**src/rtl/fx_conv_pkg.sv**
```systemverilog
`default_nettype none
// +--------------------------------------------------------------------+
// | fx_conv_pkg : shared types and constants for the float-to-fixed    |
// | converter family.                                   Revision: 1.0  |
// +--------------------------------------------------------------------+
package fx_conv_pkg;

  typedef enum logic [2:0] {
    CLS_ZERO   = 3'd0,
    CLS_DENORM = 3'd1,
    CLS_NORMAL = 3'd2,
    CLS_INF    = 3'd3,
    CLS_NAN    = 3'd4
  } fp_class_e;

  localparam int FLAG_INX = 0;
  localparam int FLAG_UNF = 1;
  localparam int FLAG_OVF = 2;
  localparam int FLAG_INV = 3;

  localparam logic RND_TRUNC = 1'b0;
  localparam logic RND_RNE   = 1'b1;

  function automatic int fp_bias(input int ew);
    return (1 << (ew - 1)) - 1;
  endfunction

endpackage
`default_nettype wire

```
**src/rtl/fx_align_shifter.sv**
```systemverilog
`default_nettype none
// +--------------------------------------------------------------------+
// | fx_align_shifter : signed-amount bidirectional aligner returning   |
// | the shifted magnitude plus guard, sticky and lost bits. Rev: 1.0   |
// +--------------------------------------------------------------------+
module fx_align_shifter #(
  parameter int IW  = 24,
  parameter int OW  = 33,
  parameter int SHW = 10
) (
  input  logic [IW-1:0]         mag_i,
  input  logic signed [SHW-1:0] sh_i,
  output logic [OW-1:0]         mag_o,
  output logic                  guard_o,
  output logic                  sticky_o,
  output logic                  lost_o
);

  localparam int LW = OW + IW;
  localparam int RW = 2 * IW + 1;

  logic [SHW-1:0] amt;
  logic [LW-1:0]  left_v;
  logic [RW-1:0]  right_v;

  always_comb begin
    amt      = '0;
    left_v   = '0;
    right_v  = '0;
    mag_o    = '0;
    guard_o  = 1'b0;
    sticky_o = 1'b0;
    lost_o   = 1'b0;
    if (!sh_i[SHW-1]) begin
      amt = sh_i;
      if (32'(amt) >= OW) begin
        lost_o = |mag_i;
      end else begin
        left_v = {{OW{1'b0}}, mag_i} << amt;
        mag_o  = left_v[OW-1:0];
        lost_o = |left_v[LW-1:OW];
      end
    end else begin
      amt = -sh_i;
      // The IW+1 zero bits below the input hold guard and sticky after the shift.
      if (32'(amt) > IW + 1) begin
        sticky_o = |mag_i;
      end else begin
        right_v  = {mag_i, {(IW+1){1'b0}}} >> amt;
        mag_o    = OW'(right_v[RW-1:IW+1]);
        guard_o  = right_v[IW];
        sticky_o = |right_v[IW-1:0];
      end
    end
  end

endmodule
`default_nettype wire

```
**src/rtl/float_to_fixed_pipe.sv**
```systemverilog
`default_nettype none
// +--------------------------------------------------------------------+
// | float_to_fixed_pipe : 3-stage IEEE-754 to signed fixed-point       |
// | converter with rounding, saturation and flags.      Revision: 1.0  |
// +--------------------------------------------------------------------+
module float_to_fixed_pipe
  import fx_conv_pkg::*;
#(
  parameter int EW   = 8,
  parameter int MW   = 23,
  parameter int W    = 32,
  parameter int FRAC = 16
) (
  input  logic           clk_i,
  input  logic           rst_ni,
  input  logic           in_valid_i,
  output logic           in_ready_o,
  input  logic [EW+MW:0] float_i,
  input  logic           rnd_mode_i,
  output logic           out_valid_o,
  input  logic           out_ready_i,
  output logic [W-1:0]   fixed_o,
  output logic [3:0]     flags_o
);

  localparam int SHW    = EW + 2;
  localparam int SH_OFF = FRAC - MW - fp_bias(EW);
  localparam logic signed [SHW-1:0] C_SH_OFF = SHW'(SH_OFF);
  localparam logic signed [SHW-1:0] C_SH_MAX = SHW'(W - 1 - MW);
  localparam logic [W+1:0] C_POS_LIM = {2'b00, 1'b0, {(W-1){1'b1}}};
  localparam logic [W+1:0] C_NEG_LIM = {2'b00, 1'b1, {(W-1){1'b0}}};
  localparam logic [W-1:0] C_MAX     = {1'b0, {(W-1){1'b1}}};
  localparam logic [W-1:0] C_MIN     = {1'b1, {(W-1){1'b0}}};

  logic adv;

  logic                  s1_valid_q, s1_sign_q, s1_rnd_q;
  logic [MW:0]           s1_man_q;
  logic signed [SHW-1:0] s1_sh_q;
  fp_class_e             s1_cls_q;

  logic                  s2_valid_q, s2_sign_q, s2_rnd_q;
  logic                  s2_guard_q, s2_sticky_q, s2_ovf_q;
  logic [W:0]            s2_mag_q;
  fp_class_e             s2_cls_q;

  logic                  out_valid_q;
  logic [W-1:0]          fixed_q;
  logic [3:0]            flags_q;

  logic [EW-1:0]         exp_f;
  logic [MW-1:0]         man_f;
  fp_class_e             cls_d;
  logic signed [SHW-1:0] sh_d;

  logic [W:0]            mag_d;
  logic                  guard_d, sticky_d, lost_d, ovf_pre_d;

  logic                  inc;
  logic [W+1:0]          mag_r;
  logic                  ovf_r;
  logic [W-1:0]          fixed_d;
  logic [3:0]            flags_d;

  assign adv         = !out_valid_q || out_ready_i;
  assign in_ready_o  = adv;
  assign out_valid_o = out_valid_q;
  assign fixed_o     = fixed_q;
  assign flags_o     = flags_q;

  always_comb begin
    exp_f = float_i[EW+MW-1:MW];
    man_f = float_i[MW-1:0];
    sh_d  = $signed({2'b00, exp_f}) + C_SH_OFF;
    if (exp_f == '0)
      cls_d = (man_f == '0) ? CLS_ZERO : CLS_DENORM;
    else if (exp_f == '1)
      cls_d = (man_f == '0) ? CLS_INF : CLS_NAN;
    else
      cls_d = CLS_NORMAL;
  end

  fx_align_shifter #(
    .IW  (MW + 1),
    .OW  (W + 1),
    .SHW (SHW)
  ) u_align (
    .mag_i    (s1_man_q),
    .sh_i     (s1_sh_q),
    .mag_o    (mag_d),
    .guard_o  (guard_d),
    .sticky_o (sticky_d),
    .lost_o   (lost_d)
  );

  assign ovf_pre_d = lost_d || (!s1_sh_q[SHW-1] && (s1_sh_q > C_SH_MAX));

  always_comb begin
    inc     = (s2_rnd_q == RND_RNE) && s2_guard_q && (s2_sticky_q || s2_mag_q[0]);
    mag_r   = {1'b0, s2_mag_q} + (W+2)'(inc);
    // A negative result may reach one step further than a positive one.
    ovf_r   = s2_ovf_q || (s2_sign_q ? (mag_r > C_NEG_LIM) : (mag_r > C_POS_LIM));
    fixed_d = '0;
    flags_d = '0;
    case (s2_cls_q)
      CLS_NAN: flags_d[FLAG_INV] = 1'b1;
      CLS_INF: begin
        fixed_d            = s2_sign_q ? C_MIN : C_MAX;
        flags_d[FLAG_OVF]  = 1'b1;
      end
      CLS_DENORM: begin
        flags_d[FLAG_UNF]  = 1'b1;
        flags_d[FLAG_INX]  = 1'b1;
      end
      CLS_NORMAL: begin
        flags_d[FLAG_INX]  = s2_guard_q || s2_sticky_q;
        if (ovf_r) begin
          fixed_d           = s2_sign_q ? C_MIN : C_MAX;
          flags_d[FLAG_OVF] = 1'b1;
        end else begin
          fixed_d           = s2_sign_q ? -mag_r[W-1:0] : mag_r[W-1:0];
          flags_d[FLAG_UNF] = (mag_r == '0);
        end
      end
      default: ;
    endcase
  end

  always_ff @(posedge clk_i or negedge rst_ni) begin
    if (!rst_ni) begin
      s1_valid_q  <= 1'b0;
      s1_sign_q   <= 1'b0;
      s1_rnd_q    <= 1'b0;
      s1_man_q    <= '0;
      s1_sh_q     <= '0;
      s1_cls_q    <= CLS_ZERO;
      s2_valid_q  <= 1'b0;
      s2_sign_q   <= 1'b0;
      s2_rnd_q    <= 1'b0;
      s2_guard_q  <= 1'b0;
      s2_sticky_q <= 1'b0;
      s2_ovf_q    <= 1'b0;
      s2_mag_q    <= '0;
      s2_cls_q    <= CLS_ZERO;
      out_valid_q <= 1'b0;
      fixed_q     <= '0;
      flags_q     <= '0;
    end else if (adv) begin
      s1_valid_q <= in_valid_i;
      if (in_valid_i) begin
        s1_sign_q <= float_i[EW+MW];
        s1_rnd_q  <= rnd_mode_i;
        s1_man_q  <= {1'b1, float_i[MW-1:0]};
        s1_sh_q   <= sh_d;
        s1_cls_q  <= cls_d;
      end
      s2_valid_q <= s1_valid_q;
      if (s1_valid_q) begin
        s2_sign_q   <= s1_sign_q;
        s2_rnd_q    <= s1_rnd_q;
        s2_guard_q  <= guard_d;
        s2_sticky_q <= sticky_d;
        s2_ovf_q    <= ovf_pre_d;
        s2_mag_q    <= mag_d;
        s2_cls_q    <= s1_cls_q;
      end
      out_valid_q <= s2_valid_q;
      if (s2_valid_q) begin
        fixed_q <= fixed_d;
        flags_q <= flags_d;
      end
    end
  end

endmodule
`default_nettype wire

```
**config.mk**
```make
export PLATFORM = sky130hd
export DESIGN_NAME = float_to_fixed_pipe
export DESIGN_NICKNAME = d
export VERILOG_FILES = /design/src/rtl/fx_conv_pkg.sv /design/src/rtl/fx_align_shifter.sv /design/src/rtl/float_to_fixed_pipe.sv
export SDC_FILE = /design/constraint.sdc
export NUM_CORES = 1
export LEC_CHECK = 0
export ABC_AREA = 1
export CAP_MARGIN = 20
export CORE_AREA = 4 4 223 138
export CTS_CLUSTER_DIAMETER = 80
export DETAILED_ROUTE_END_ITERATION = 12
export DIE_AREA = 0 0 227 142
export PLACE_DENSITY = 0.64
export SYNTH_ARGS = -nofsm -noshare
export SYNTH_HDL_FRONTEND = slang
export SYNTH_HIERARCHICAL = 1
export SYNTH_SLANG_ARGS = --single-unit
export TNS_END_PERCENT = 50
```
**constraint.sdc**
```tcl
create_clock -name clk_i -period 10.01 [get_ports clk_i]
set_input_delay 2.002 -clock clk_i [delete_from_list [all_inputs] [get_ports clk_i]]
set_output_delay 2.002 -clock clk_i [all_outputs]
set_load 0.005 [all_outputs]
```
After elaboration in Yosys (flattened, before gate mapping)
Index checks and enable logic that the tools add are counted.
Word-level totals
  register bits after elaboration: 119
  input bits: 37
Operators by class
  $add $sub $neg: 4
  $lt $le $gt $ge: 5
  equal/unequal tests: 5
  shift operators: 2
  multiplexer cells: 23
  reductions and logical operators: 19
Operators with widths (number)
  $mux 32: 3
  $reduce_or 24->1: 3
  $mux 33: 2
  $pmux 32 s2: 1
  $shl 24x10->57: 1
  $shr 49x10->49: 1
  $add 33x1->34: 1
  $gt 34x31->1 const B: 1
  $gt 34x32->1 const B: 1
  $logic_not 34->1: 1
  $neg 32->32: 1
  $mux 24: 1
  $logic_not 23->1: 1
  $gt 10x5->1 const B: 2
  $mux 1: 11
  $add 9x9->10 const B: 1
  $ge 10x6->1 const B: 1
  $neg 10->10: 1
  $mux 3: 3
  $eq 8x8->1 const B: 1
  $logic_not 8->1: 1
  $eq 3x2->1 const B: 2
  $reduce_and 2->1: 3
  $logic_or 1x1->1: 5
  other kinds (6): 9

Longest topological paths before layout
  word-level depth: 8
  gate-level depth with buffers: 28

Hierarchy
Netlist, hierarchy kept.
Modules (own cells, without submodules)
  float_to_fixed_pipe: instances 1, cells each 1060, area each 7410.9 um^2
  fx_align_shifter: instances 1, cells each 846, area each 3937.5 um^2

Least setup slack after synthesis
Ideal clock, no wire load.
  path kind: input -> output
  start point: input out_ready_i
  end point: output in_ready_o
  arrival: 2245 ps
  required time: 8008 ps
  path slack: 5763 ps
  stages on the path: 2
  buffers on the path: 0
  cells stage by stage: nor2_1 -> inv_1
Between the ends
  cells in the longest elaborated chain, start to end: 1
RTL lines
  start: declaration: line float_to_fixed_pipe.sv:21  | input logic out_ready_i,
  $logic_or 1x1->1: line float_to_fixed_pipe.sv:65  | assign adv = !out_valid_q || out_ready_i;
  end: declaration: line float_to_fixed_pipe.sv:17  | output logic in_ready_o,
No other way between the ends.

Final worst setup path
Ends and elaborated chain as after synthesis.

==> metrics.cfg <==
[global_routing]
grtUsageTotal_pct=25.2
grt_pass1_wl_mm=64.1
grt_pass1_vias=11500
grt_max_degree=73
grt-ovfl-total=0
grt_antenna_before_repair=0

[sta]
fin_setup_tns_ns=0
skew_ns=0.0128
rsz0062_at_grt=no
relSlewSlack_pct=40.1
setup_viol=0
hold_viol=0
worst_pin_slew_ns=0.889
clock.fmax_mhz=188
min_period_ns=5.32
final-max-slew-violation-count=0
period_share_pct=53.2

[logic_synthesis]
async_flop_share_pct=100
dominantRegCellSynth=dfrtp_1
synth.area.top_cells=dfrtp_1 (26%), nand2_1 (21%), nand3_1 (11%), o21ai_0 (6.7%), nor2_1 (6.4%)
synth-edff-count=0
synth.distinct_cells=51
syn_avg_cell_area_um2=5.95
synth_area_leader_cell=dfrtp_1
syn-cell-area_um2=11300
ys_ff_latch=119
synth.yosys.seq_area_share_pct=26.2
synth.most_common_cell=nand2_1
syn-instance-count=1906
synth-warning-count=6
ys_top_cells_by_count=nand2_1 (644), nand3_1 (247), nor2_1 (194), inv_1 (157), o21ai_0 (151)
syn-num-nets=1952
synth.top_cell.area_share_pct=26.2

[clocking]
clk_path_buf_depth=2
cts_hold_buf=0
post_cts_buffers=0
cts_inserted_buffers=17
cts_root_buffer=clkbuf_16
cts_resized=0
clk_latency_ns=0.44
htree_levels=4
cts_tree=built
cts.clk_slew.worst_paths_ns=0.06
clock_sinks=119

[run_status]
outcome=completed

[cells_and_area]
area_growth_pct=13.8
final.fill_count=3019
layout-drive-gt1-share_pct=8.64
fin_nets=1978
seq_area_um2=2980
design_area_um2=12900
fin_util_pct=45.3
multi_input_comb_area_um2=7340
diodes=0

[routing]
route.met2.wl_mm=14.3
dr.max_layer_used=met4
wl_met3_mm=4.45
drt_iter0_drc=1598
m1WireLength_mm=21.1
viasPerCell=5.54
ant_nets=0
drt_first_pass_iters=6
wl_per_cell_um=17.3
drc=0
drt-total-wl_mm=40.0
vias=12800

[place]
gp_congestion=0.941
port_buffers=74
placed_cell_area_um2=12300
hpwlAfterDp_mm=31.8

[setup_path]
cp-startpoint=out_ready_i
cpPeakStageDelay_ns=0.47
r2r_start=s1_sh_q[1]$_DFFE_PN0P_
worstSetupPathType=in -> out
crit_slowest_cell=clkdlybuf4s50_1
crit_top_cell=clkdlybuf4s50_1
critPathArrivalTime_ns=3.32
cp_max_fo=5
crit_chain=clkdlybuf4s50_1 -> nor2_1 -> inv_1 -> clkdlybuf4s50_1
endpoint_kind=output pin
crit_buf_inv=3
cp-start-kind=input port
path_delay_family=buffers and inverters
critPathRequiredTime_ns=8.01

[floorplanning]
initial_core_util_pct=39.8
core_region_area_um2=28500
die_h_um=142
die_w_um=227
core.rowCount=48
die_area_um2=32200
io_pins=75

[pwr]
vdd_drop_max_mv=0.124
powerDensity_nw_per_um2=246
leakage_nw=6.15

[min_path]
hp-class=reg -> reg
hold_path_startpoint=s1_cls_q[2]$_DFFE_PN0P_

[run]
maxCapViolations=0

-- power by group --
part / switching [mW] / leakage, nW / internal (mW) / total, mW
Sequential: 0.123 / 1.49 / 0.608 / 0.731
Combinational: 1.22 / 4.39 / 0.608 / 1.83
Clock: 0.251 / 0.266 / 0.367 / 0.618
-- sequential cells by signal, indices dropped and copies added (netlist names), 3 cells and up --
signal	cells
s2_mag_q	33
fixed_o	32
s1_man_q	24
s1_sh_q	10
flags_o	4
s1_cls_q	3
s2_cls_q	3
-- placed cells by master, fill, tap and decap left out, types with 5 or more instances in the layout --
cell             instances
clkdlybuf4s50_1         73
dfrtp_1                119
nor4_1                   9
nand3_1                247
nand2_1                644
nand3_2                  5
nor2_2                  10
nor2_1                 192
a21oi_2                 21
xor2_1                   5
nor3_1                  15
ha_1                     9
o21ai_1                 15
nand2_2                 33
a21oi_1                 31
inv_1                  157
buf_4                   19
inv_2                   11
nand4_1                 39
or2_2                    7
o22ai_1                 15
clkbuf_16               17
clkinvlp_4               5
nor2_8                   6
nand2_4                 11
nand3b_1                 5
mux2i_1                  6
o21bai_1                 6
o221ai_1                 5
clkinv_1                 5
nor2_4                  11
o21ai_0                151
-- cell families (layout without fill, tap and decap cells) --
group	Yosys count	after routing	share of synthesized area (%)
and+or+nand+nor	1237	1237	48.7
DFF	119	119	26.2
adders and majority gates	9	9	0.992
xor gates and xnor gates	7	7	0.540
muxes	6	6	0.529
buffers and inverters	259	297	9.25
AOI/OAI and AO/OA	269	269	13.7
-- per-stage QoR --
| stage | setup slack [ns] | hold WS [ns] | instances | total power, mW |
|---|---|---|---|---|
| after floorplan | 5.76 | 0.432 | 1906 | 1.93 |
| after CTS | 4.67 | 0.491 | 2319 | 3.15 |
| final | 4.69 | 0.485 | 2319 | 3.18 |
| after global placement | 4.68 | 0.470 | 2287 | 2.50 |
| after detailed placement | 4.68 | 0.459 | 2288 | 2.52 |
| after global routing | 4.59 | 0.509 | 2319 | 3.43 |
-- final timing paths --
| check | to | slack, ns | cells after the start |
|---|---|---|---|
| max | in_ready_o | 4.69 | 4 |
| min | s2_cls_q[2]$_DFFE_PN0P_ | 0.49 | 2 |
| min reg2reg | s2_cls_q[2]$_DFFE_PN0P_ | 0.49 | 2 |
| max in group asynchronous | fixed_o[19]$_DFFE_PN0P_ | 7.07 | 2 |
| min in group asynchronous | s1_man_q[11]$_DFFE_PN0P_ | 1.60 | 1 |
| max reg2reg | s2_sticky_q$_DFFE_PN0P_ | 5.40 | 25 |
-- worst register-to-register path, stage by stage, from the launching register on --
cell and delay, ns:
dfrtp_1 0.35, buf_4 0.23, inv_1 0.60, ha_1 0.38
nand2_1 0.20, inv_1 0.15, nand3_1 0.08, nand2_1 0.07
nand2_1 0.09, nor2_4 0.66, nand3_1 0.23, nand3_1 0.18
nand2_1 0.10, nand2_1 0.09, nand3_1 0.28, nand2_1 0.14
nor2_1 0.06, nand2_1 0.06, nand2_1 0.05, nand2_1 0.06
nand3_1 0.06, nand3_1 0.08, nand2_1 0.07, a21oi_2 0.13
nand2_1 0.07, nand2_1 0.09
-- layout make-up --
class | count | share of cell area, %
clock buffers | 18 | 3.32
well taps | 375 | 3.63
multi-input cells | 1528 | 56.8
flip-flops and latches | 119 | 23.1
clock inverters | 13 | 1.13
repair buffers | 93 | 6.98
inverters | 173 | 5.03
-- metal layers --
| layer | vias to the layer above | track usage, % |
|---|---|---|
| li1 | 6282 | - |
| met1 | 5985 | 42.7 |
| met2 | 556 | 31.3 |
| met3 | 24 | 6.47 |
| met4 | 0 | 3.63 |
| met5 | - | 0 |
(Power assumes the default switching activity.)
